## src/rtl/program_loader_pkg.sv

```systemverilog
// rtl/program_loader_pkg.sv - shared states and constants for the instruction-memory loader
package program_loader_pkg;

    typedef enum logic [3:0] {
        ST_IDLE,
        ST_COUNT,
        ST_HI,
        ST_LO,
        ST_WRITE,
        ST_CHECK,
        ST_START,
        ST_RUN,
        ST_ERR
    } state_t;

    localparam logic [7:0] SYNC_BYTE   = 8'hA5;

    localparam logic [1:0] ERR_NONE    = 2'd0;
    localparam logic [1:0] ERR_CSUM    = 2'd1;
    localparam logic [1:0] ERR_TIMEOUT = 2'd2;

endpackage

```

## src/rtl/program_loader_timeout.sv

```systemverilog
// rtl/program_loader_timeout.sv - idle-gap down-counter; done when the budget is spent
module loader_timeout #(
    parameter int CYCLES = 1024
) (
    input  logic clk,
    input  logic rst_n,
    input  logic clear,
    input  logic enable,
    output logic done
);

    localparam int W = (CYCLES > 1) ? $clog2(CYCLES) : 1;
    localparam logic [W-1:0] LOAD = W'((CYCLES > 0) ? CYCLES - 1 : 0);

    logic [W-1:0] count;

    always_ff @(posedge clk or negedge rst_n) begin
        if (!rst_n) begin
            count <= LOAD;
        end else if (clear) begin
            count <= LOAD;
        end else if (enable && (count != '0)) begin
            count <= count - 1'b1;
        end
    end

    // done is a function of the registered count only, so the caller may
    // derive clear from its next-state logic without a combinational loop
    assign done = (CYCLES != 0) && enable && (count == '0);

endmodule

```

## src/rtl/program_loader.sv

```systemverilog
// rtl/program_loader.sv - framed byte stream to 16-bit instruction-memory writes and CPU release
module program_loader
    import program_loader_pkg::*;
#(
    parameter int ADDR_WIDTH     = 8,
    parameter int TIMEOUT_CYCLES = 1024
) (
    input  logic                  i_clk,
    input  logic                  i_rst,
    input  logic [7:0]            i_byte,
    input  logic                  i_byte_valid,
    output logic                  o_byte_ready,
    input  logic                  i_reload,
    output logic [ADDR_WIDTH-1:0] o_instr_addr,
    output logic [15:0]           o_instr,
    output logic                  o_instr_we,
    output logic                  o_cpu_rst,
    output logic                  o_ON,
    output logic                  o_control_en,
    output logic                  o_busy,
    output logic [1:0]            o_err_code
);

    state_t                state, state_next;
    logic [ADDR_WIDTH-1:0] addr;
    logic [7:0]            csum;
    logic [7:0]            remaining;
    logic [7:0]            hi_byte;
    logic [15:0]           instr;
    logic                  run_on;
    logic                  ctrl_en;
    logic [1:0]            err_code;
    logic                  fire;
    logic                  counting;
    logic                  tmo_done;

    assign o_byte_ready = (state == ST_IDLE) || (state == ST_COUNT) || (state == ST_HI) ||
                          (state == ST_LO)   || (state == ST_CHECK);
    // a reload in the same cycle swallows whatever byte is on the bus
    assign fire     = i_byte_valid && o_byte_ready && !i_reload;
    assign counting = (state == ST_COUNT) || (state == ST_HI) ||
                      (state == ST_LO)    || (state == ST_CHECK);

    loader_timeout #(
        .CYCLES (TIMEOUT_CYCLES)
    ) u_timeout (
        .clk    (i_clk),
        .rst_n  (i_rst),
        .clear  (fire || !counting || i_reload),
        .enable (counting),
        .done   (tmo_done)
    );

    always_ff @(posedge i_clk or negedge i_rst) begin
        if (!i_rst) begin
            state <= ST_IDLE;
        end else begin
            state <= state_next;
        end
    end

    always_comb begin
        state_next = state;
        if (i_reload) begin
            state_next = ST_IDLE;
        end else begin
            case (state)
                ST_IDLE:  if (fire && (i_byte == SYNC_BYTE)) state_next = ST_COUNT;
                ST_COUNT: if (fire) state_next = ST_HI;  else if (tmo_done) state_next = ST_ERR;
                ST_HI:    if (fire) state_next = ST_LO;  else if (tmo_done) state_next = ST_ERR;
                ST_LO:    if (fire) state_next = ST_WRITE; else if (tmo_done) state_next = ST_ERR;
                ST_WRITE: state_next = (remaining == 8'd0) ? ST_CHECK : ST_HI;
                ST_CHECK: begin
                    if (fire) begin
                        state_next = (i_byte == csum) ? ST_START : ST_ERR;
                    end else if (tmo_done) begin
                        state_next = ST_ERR;
                    end
                end
                ST_START: state_next = ST_RUN;
                ST_RUN:   state_next = ST_RUN;
                ST_ERR:   state_next = ST_ERR;
                default:  state_next = ST_IDLE;
            endcase
        end
    end

    always_ff @(posedge i_clk or negedge i_rst) begin
        if (!i_rst) begin
            addr      <= '0;
            csum      <= 8'd0;
            remaining <= 8'd0;
            hi_byte   <= 8'd0;
            instr     <= 16'd0;
            run_on    <= 1'b0;
            ctrl_en   <= 1'b0;
            err_code  <= ERR_NONE;
        end else if (i_reload) begin
            addr     <= '0;
            csum     <= 8'd0;
            run_on   <= 1'b0;
            ctrl_en  <= 1'b0;
            err_code <= ERR_NONE;
        end else begin
            case (state)
                ST_IDLE: if (fire && (i_byte == SYNC_BYTE)) begin
                    csum <= 8'd0;
                    addr <= '0;
                end
                ST_COUNT: if (fire) begin
                    remaining <= i_byte;
                    csum      <= csum + i_byte;
                end
                ST_HI: if (fire) begin
                    hi_byte <= i_byte;
                    csum    <= csum + i_byte;
                end
                ST_LO: if (fire) begin
                    instr <= {hi_byte, i_byte};
                    csum  <= csum + i_byte;
                end
                ST_WRITE: begin
                    addr <= addr + 1'b1;
                    if (remaining != 8'd0) remaining <= remaining - 8'd1;
                end
                default: ;
            endcase
            if ((state_next == ST_ERR) && (state != ST_ERR)) begin
                err_code <= (state == ST_CHECK && fire) ? ERR_CSUM : ERR_TIMEOUT;
            end
            run_on  <= (state_next == ST_RUN);
            ctrl_en <= (state_next == ST_RUN);
        end
    end

    assign o_instr_addr = addr;
    assign o_instr      = instr;
    assign o_instr_we   = (state == ST_WRITE);
    assign o_cpu_rst    = (state == ST_START);
    assign o_ON         = run_on;
    assign o_control_en = ctrl_en;
    assign o_busy       = (state == ST_COUNT) || (state == ST_HI) || (state == ST_LO) ||
                          (state == ST_WRITE) || (state == ST_CHECK) || (state == ST_START);
    assign o_err_code   = err_code;

endmodule

```

## config.mk

```make
export PLATFORM = sky130hd
export DESIGN_NAME = program_loader
export DESIGN_NICKNAME = d
export VERILOG_FILES = /design/src/rtl/program_loader_pkg.sv /design/src/rtl/program_loader_timeout.sv /design/src/rtl/program_loader.sv
export SDC_FILE = /design/constraint.sdc
export NUM_CORES = 1
export LEC_CHECK = 0
export ABC_AREA = 1
export BUFFER_PORTS_ARGS = -buffer_cell sky130_fd_sc_hd__buf_2
export CORE_UTILIZATION = 58
export CTS_CLUSTER_DIAMETER = 60
export DETAILED_ROUTE_END_ITERATION = 16
export PLACE_DENSITY = 0.9
export SYNTH_ARGS = -nofsm -noshare
export SYNTH_HDL_FRONTEND = slang
export SYNTH_SLANG_ARGS = --single-unit
```

## constraint.sdc

```tcl
create_clock -name i_clk -period 1.9 [get_ports i_clk]
set_input_delay 0.38 -clock i_clk [delete_from_list [all_inputs] [get_ports i_clk]]
set_output_delay 0.38 -clock i_clk [all_outputs]
set_load 0.02 [all_outputs]
```

==> results.sh <==
export IMPL_io_pins=44
export IMPL_start_util=0.609
export IMPL_power_mw=3.03
export IMPL_area_growth_synth_to_final_pct=17.8
export IMPL_max_cap_viol_count=0
export IMPL_drc=0
export IMPL_yosysWarnings=0
export IMPL_grt_first_pass_wirelength_um=13800
export IMPL_clkLatencyLatePin_ns=0.35
export IMPL_cts_path_max_buffers=2
export IMPL_ys_top_cells_by_count="nand2_1, inv_1, dfrtp_1"
export IMPL_post_route_util=0.718
export IMPL_core_sq_um=6030
export IMPL_power_clock_fraction=0.476
export IMPL_place_ws_ns=0.00106
export IMPL_power_switching_uw=666
export IMPL_synth_cells=462
export IMPL_clock_skew_ns=0.00695
export IMPL_synth_cell_types=34
export IMPL_numPortBuffers=43
export IMPL_critPathRequiredTime_ns=1.52
export IMPL_via_per_inst=5.46
export IMPL_end_kind="output port"
export IMPL_dpl_hpwl_um=6070
export IMPL_die_x_um=81.6
export IMPL_grt_usage=0.275
export IMPL_comb_power_share=0.057
export IMPL_max_clock_freq_mhz=539
export IMPL_seq_area_sq_um=1640
export IMPL_yosysSeqAreaShare=0.446
export IMPL_status="complete, no violations"
export IMPL_dr_pass1_iters=5
export IMPL_switching_share=0.220
export IMPL_clkTransAtPathRegs_ns=0.07
export IMPL_setup_ws_ns=0.0451
export IMPL_p_per_area_nw_per_um2=701
export IMPL_critical_path_startpoint="state[2]$_DFF_PN0_"
export IMPL_fin_nets=548
export IMPL_post_synth_top_count_cell="nand2_1"
export IMPL_yosysTopAreaCell="dfrtp_1"
export IMPL_syn_avg_cell_area_sq_um=7.95
export IMPL_synthFlopType="dfrtp_1"
export IMPL_finalCriticalPeriod_ns=1.85
export IMPL_p_leak_nw=2.34
export IMPL_power_frac_seq=0.467
export IMPL_peakVddDrop_mv=0.415
export IMPL_post_route_period_util=0.976
export IMPL_tightest_slew_ns=0.451
export IMPL_cts_htree_levels=3
export IMPL_diodes=0
export IMPL_final_setup_viol_count=0
export IMPL_synth_edff_count=0
export IMPL_cts_tree="done"
export IMPL_overflow=0
export IMPL_syn_nets=487
export IMPL_grt_max_degree=30
export IMPL_gp_congestion=0.913
export IMPL_syn_area_sq_um=3670
export IMPL_synthTopCellsByArea="dfrtp_1, nand2_1, dfstp_2"
export IMPL_synth_top_area_frac=0.375
export IMPL_n_fill_cell=458
export IMPL_multi_input_area_sq_um=1760
export IMPL_grt_pass1_vias=3066
export IMPL_cp_max_fo=4
export IMPL_drive_gt1_frac=0.229
export IMPL_die_h_um=81.6
export IMPL_grt_antenna_before_repair=0
export IMPL_dieArea_sq_um=6650
export IMPL_p_int_mw=2.37
export IMPL_drv_slew=0
export IMPL_rows=28
export IMPL_final_antenna_net_count=0
export IMPL_wl_met2_um=4150
export IMPL_synth_async_reset_ratio=1.00
export IMPL_worstSetupPathType="reg2out"
export IMPL_met3_length_um=290
export IMPL_relSlewSlack=0.699
export IMPL_drt_wl_total_um=8380
export IMPL_hp_start="i_byte[6]"
export IMPL_ctsRootBufferMaster="clkbuf_8"
export IMPL_maxUsedRoutingLayer="met4"
export IMPL_cts_made_buffers=9
export IMPL_crit_arrival_ns=1.47
export IMPL_clock_sinks=65
export IMPL_drt_initial_drc_count=225
export IMPL_met1_length_um=3780
export IMPL_start_kind="register"
export IMPL_finalSetupTns_ns=0
export IMPL_wl_per_cell_um=13.9
export IMPL_regToRegStartpoint="state[3]$_DFF_PN0_"
export IMPL_via_count=3291
export IMPL_finalHoldViolations=0
export IMPL_min_path_type="in2reg"
export IMPL_ys_ff_latch=65
==> per-stage QoR <==
stage | area [sq um] | cells | hold slack, ns
finish | 4320 | 603 | 0.345
global route | 4320 | 603 | 0.352
CTS | 4260 | 597 | 0.336
detailed placement | 4010 | 580 | 0.326
global placement | 4010 | 580 | 0.321
floorplan | 3670 | 462 | 0.0844
==> cell usage in the layout, fill, tap and decap left out, drive strengths merged, types with 2 or more instances in the layout <==
cell type / netlist / layout
dfrtp: 55 / 55
o21ai: 38 / 38
bufinv: 0 / 3
o21bai: 2 / 2
inv: 65 / 65
nand3: 46 / 46
o211ai: 4 / 4
nor2: 44 / 44
a21oi: 14 / 14
nor3: 8 / 8
xnor2: 2 / 2
dfstp: 10 / 10
a211o: 2 / 2
o22ai: 4 / 4
nand2: 124 / 124
buf: 4 / 57
xor2: 6 / 6
mux2: 8 / 8
clkbuf: 4 / 11
nand4: 6 / 6
ha: 12 / 12
==> per-layer routing <==
metal,vias up,GRT usage
li1,1619,-
met1,1572,0.339
met2,81,0.476
met3,19,0.0389
met4,0,0.123
met5,-,0
==> final cells by class <==
class	instances	area share
Clock buffer	11	0.0327
Clock inverter	5	0.0237
Inverter	65	0.0564
Multi-Input combinational cell	324	0.406
Sequential cell	65	0.380
Tap cell	75	0.0217
Timing Repair Buffer	58	0.0799
==> critical path: stages (launching register included) <==
cell and delay, ns:
dfrtp_1 0.41, inv_1 0.09, nor2_2 0.11, inv_2 0.08
nor2_2 0.12, inv_1 0.07, nor2_1 0.10, buf_4 0.15
==> what timing repair did <==
| action | CTS | global route |
|---|---|---|
| setup endpoints to repair | 2 | 9 |
| endpoints found under the hold margin | 8 | 0 |
| gates resized for setup | 1 | 6 |
| hold buffers | 1 | 0 |
| setup buffers | 0 | 6 |
| pin swaps | 0 | 1 |
==> flip-flops by register name, indices dropped and copies added (netlist names) <==
name / cells
o_instr: 16
u_timeout.count: 10
csum: 8
hi_byte: 8
o_instr_addr: 8
remaining: 8
state: 4
o_err_code: 2
o_control_en: 1
==> path summary, 6_finish.rpt <==
kind	end	cells after the start	slack [ns]
min	hi_byte[6]$_DFFE_PN0P_	3	0.34
max reg2reg	o_instr[12]$_DFFE_PN0P_	5	0.15
max	o_cpu_rst	7	0.05
min in group asynchronous	hi_byte[0]$_DFFE_PN0P_	2	0.49
min reg2reg	o_instr[7]$_DFFE_PN0P_	2	0.49
max in group asynchronous	u_timeout.count[2]$_DFFE_PN1P_	3	0.80
==> kinds of logic after synthesis <==
kind of cell | synth area share
AOI/OAI and AO/OA | 0.103
xor gates and xnor gates | 0.0191
adders and majority gates | 0.0463
buffers and inverters | 0.0790
DFF | 0.446
muxes | 0.0286
and+or+nand+nor | 0.277
==> power by group through the flow <==
stage | clock (mW) | combinational [mW] | sequential [mW]
6_report | 1.44 | 0.173 | 1.41
5_1_grt | 1.52 | 0.194 | 1.42
4_1_cts | 1.46 | 0.174 | 1.41
3_5_place_dp | 0 | 0.171 | 1.44
3_3_place_gp | 0 | 0.165 | 1.44
2_1_floorplan | 0 | 0.0841 | 1.44
Note: power is estimated with default switching activity, not from simulation.
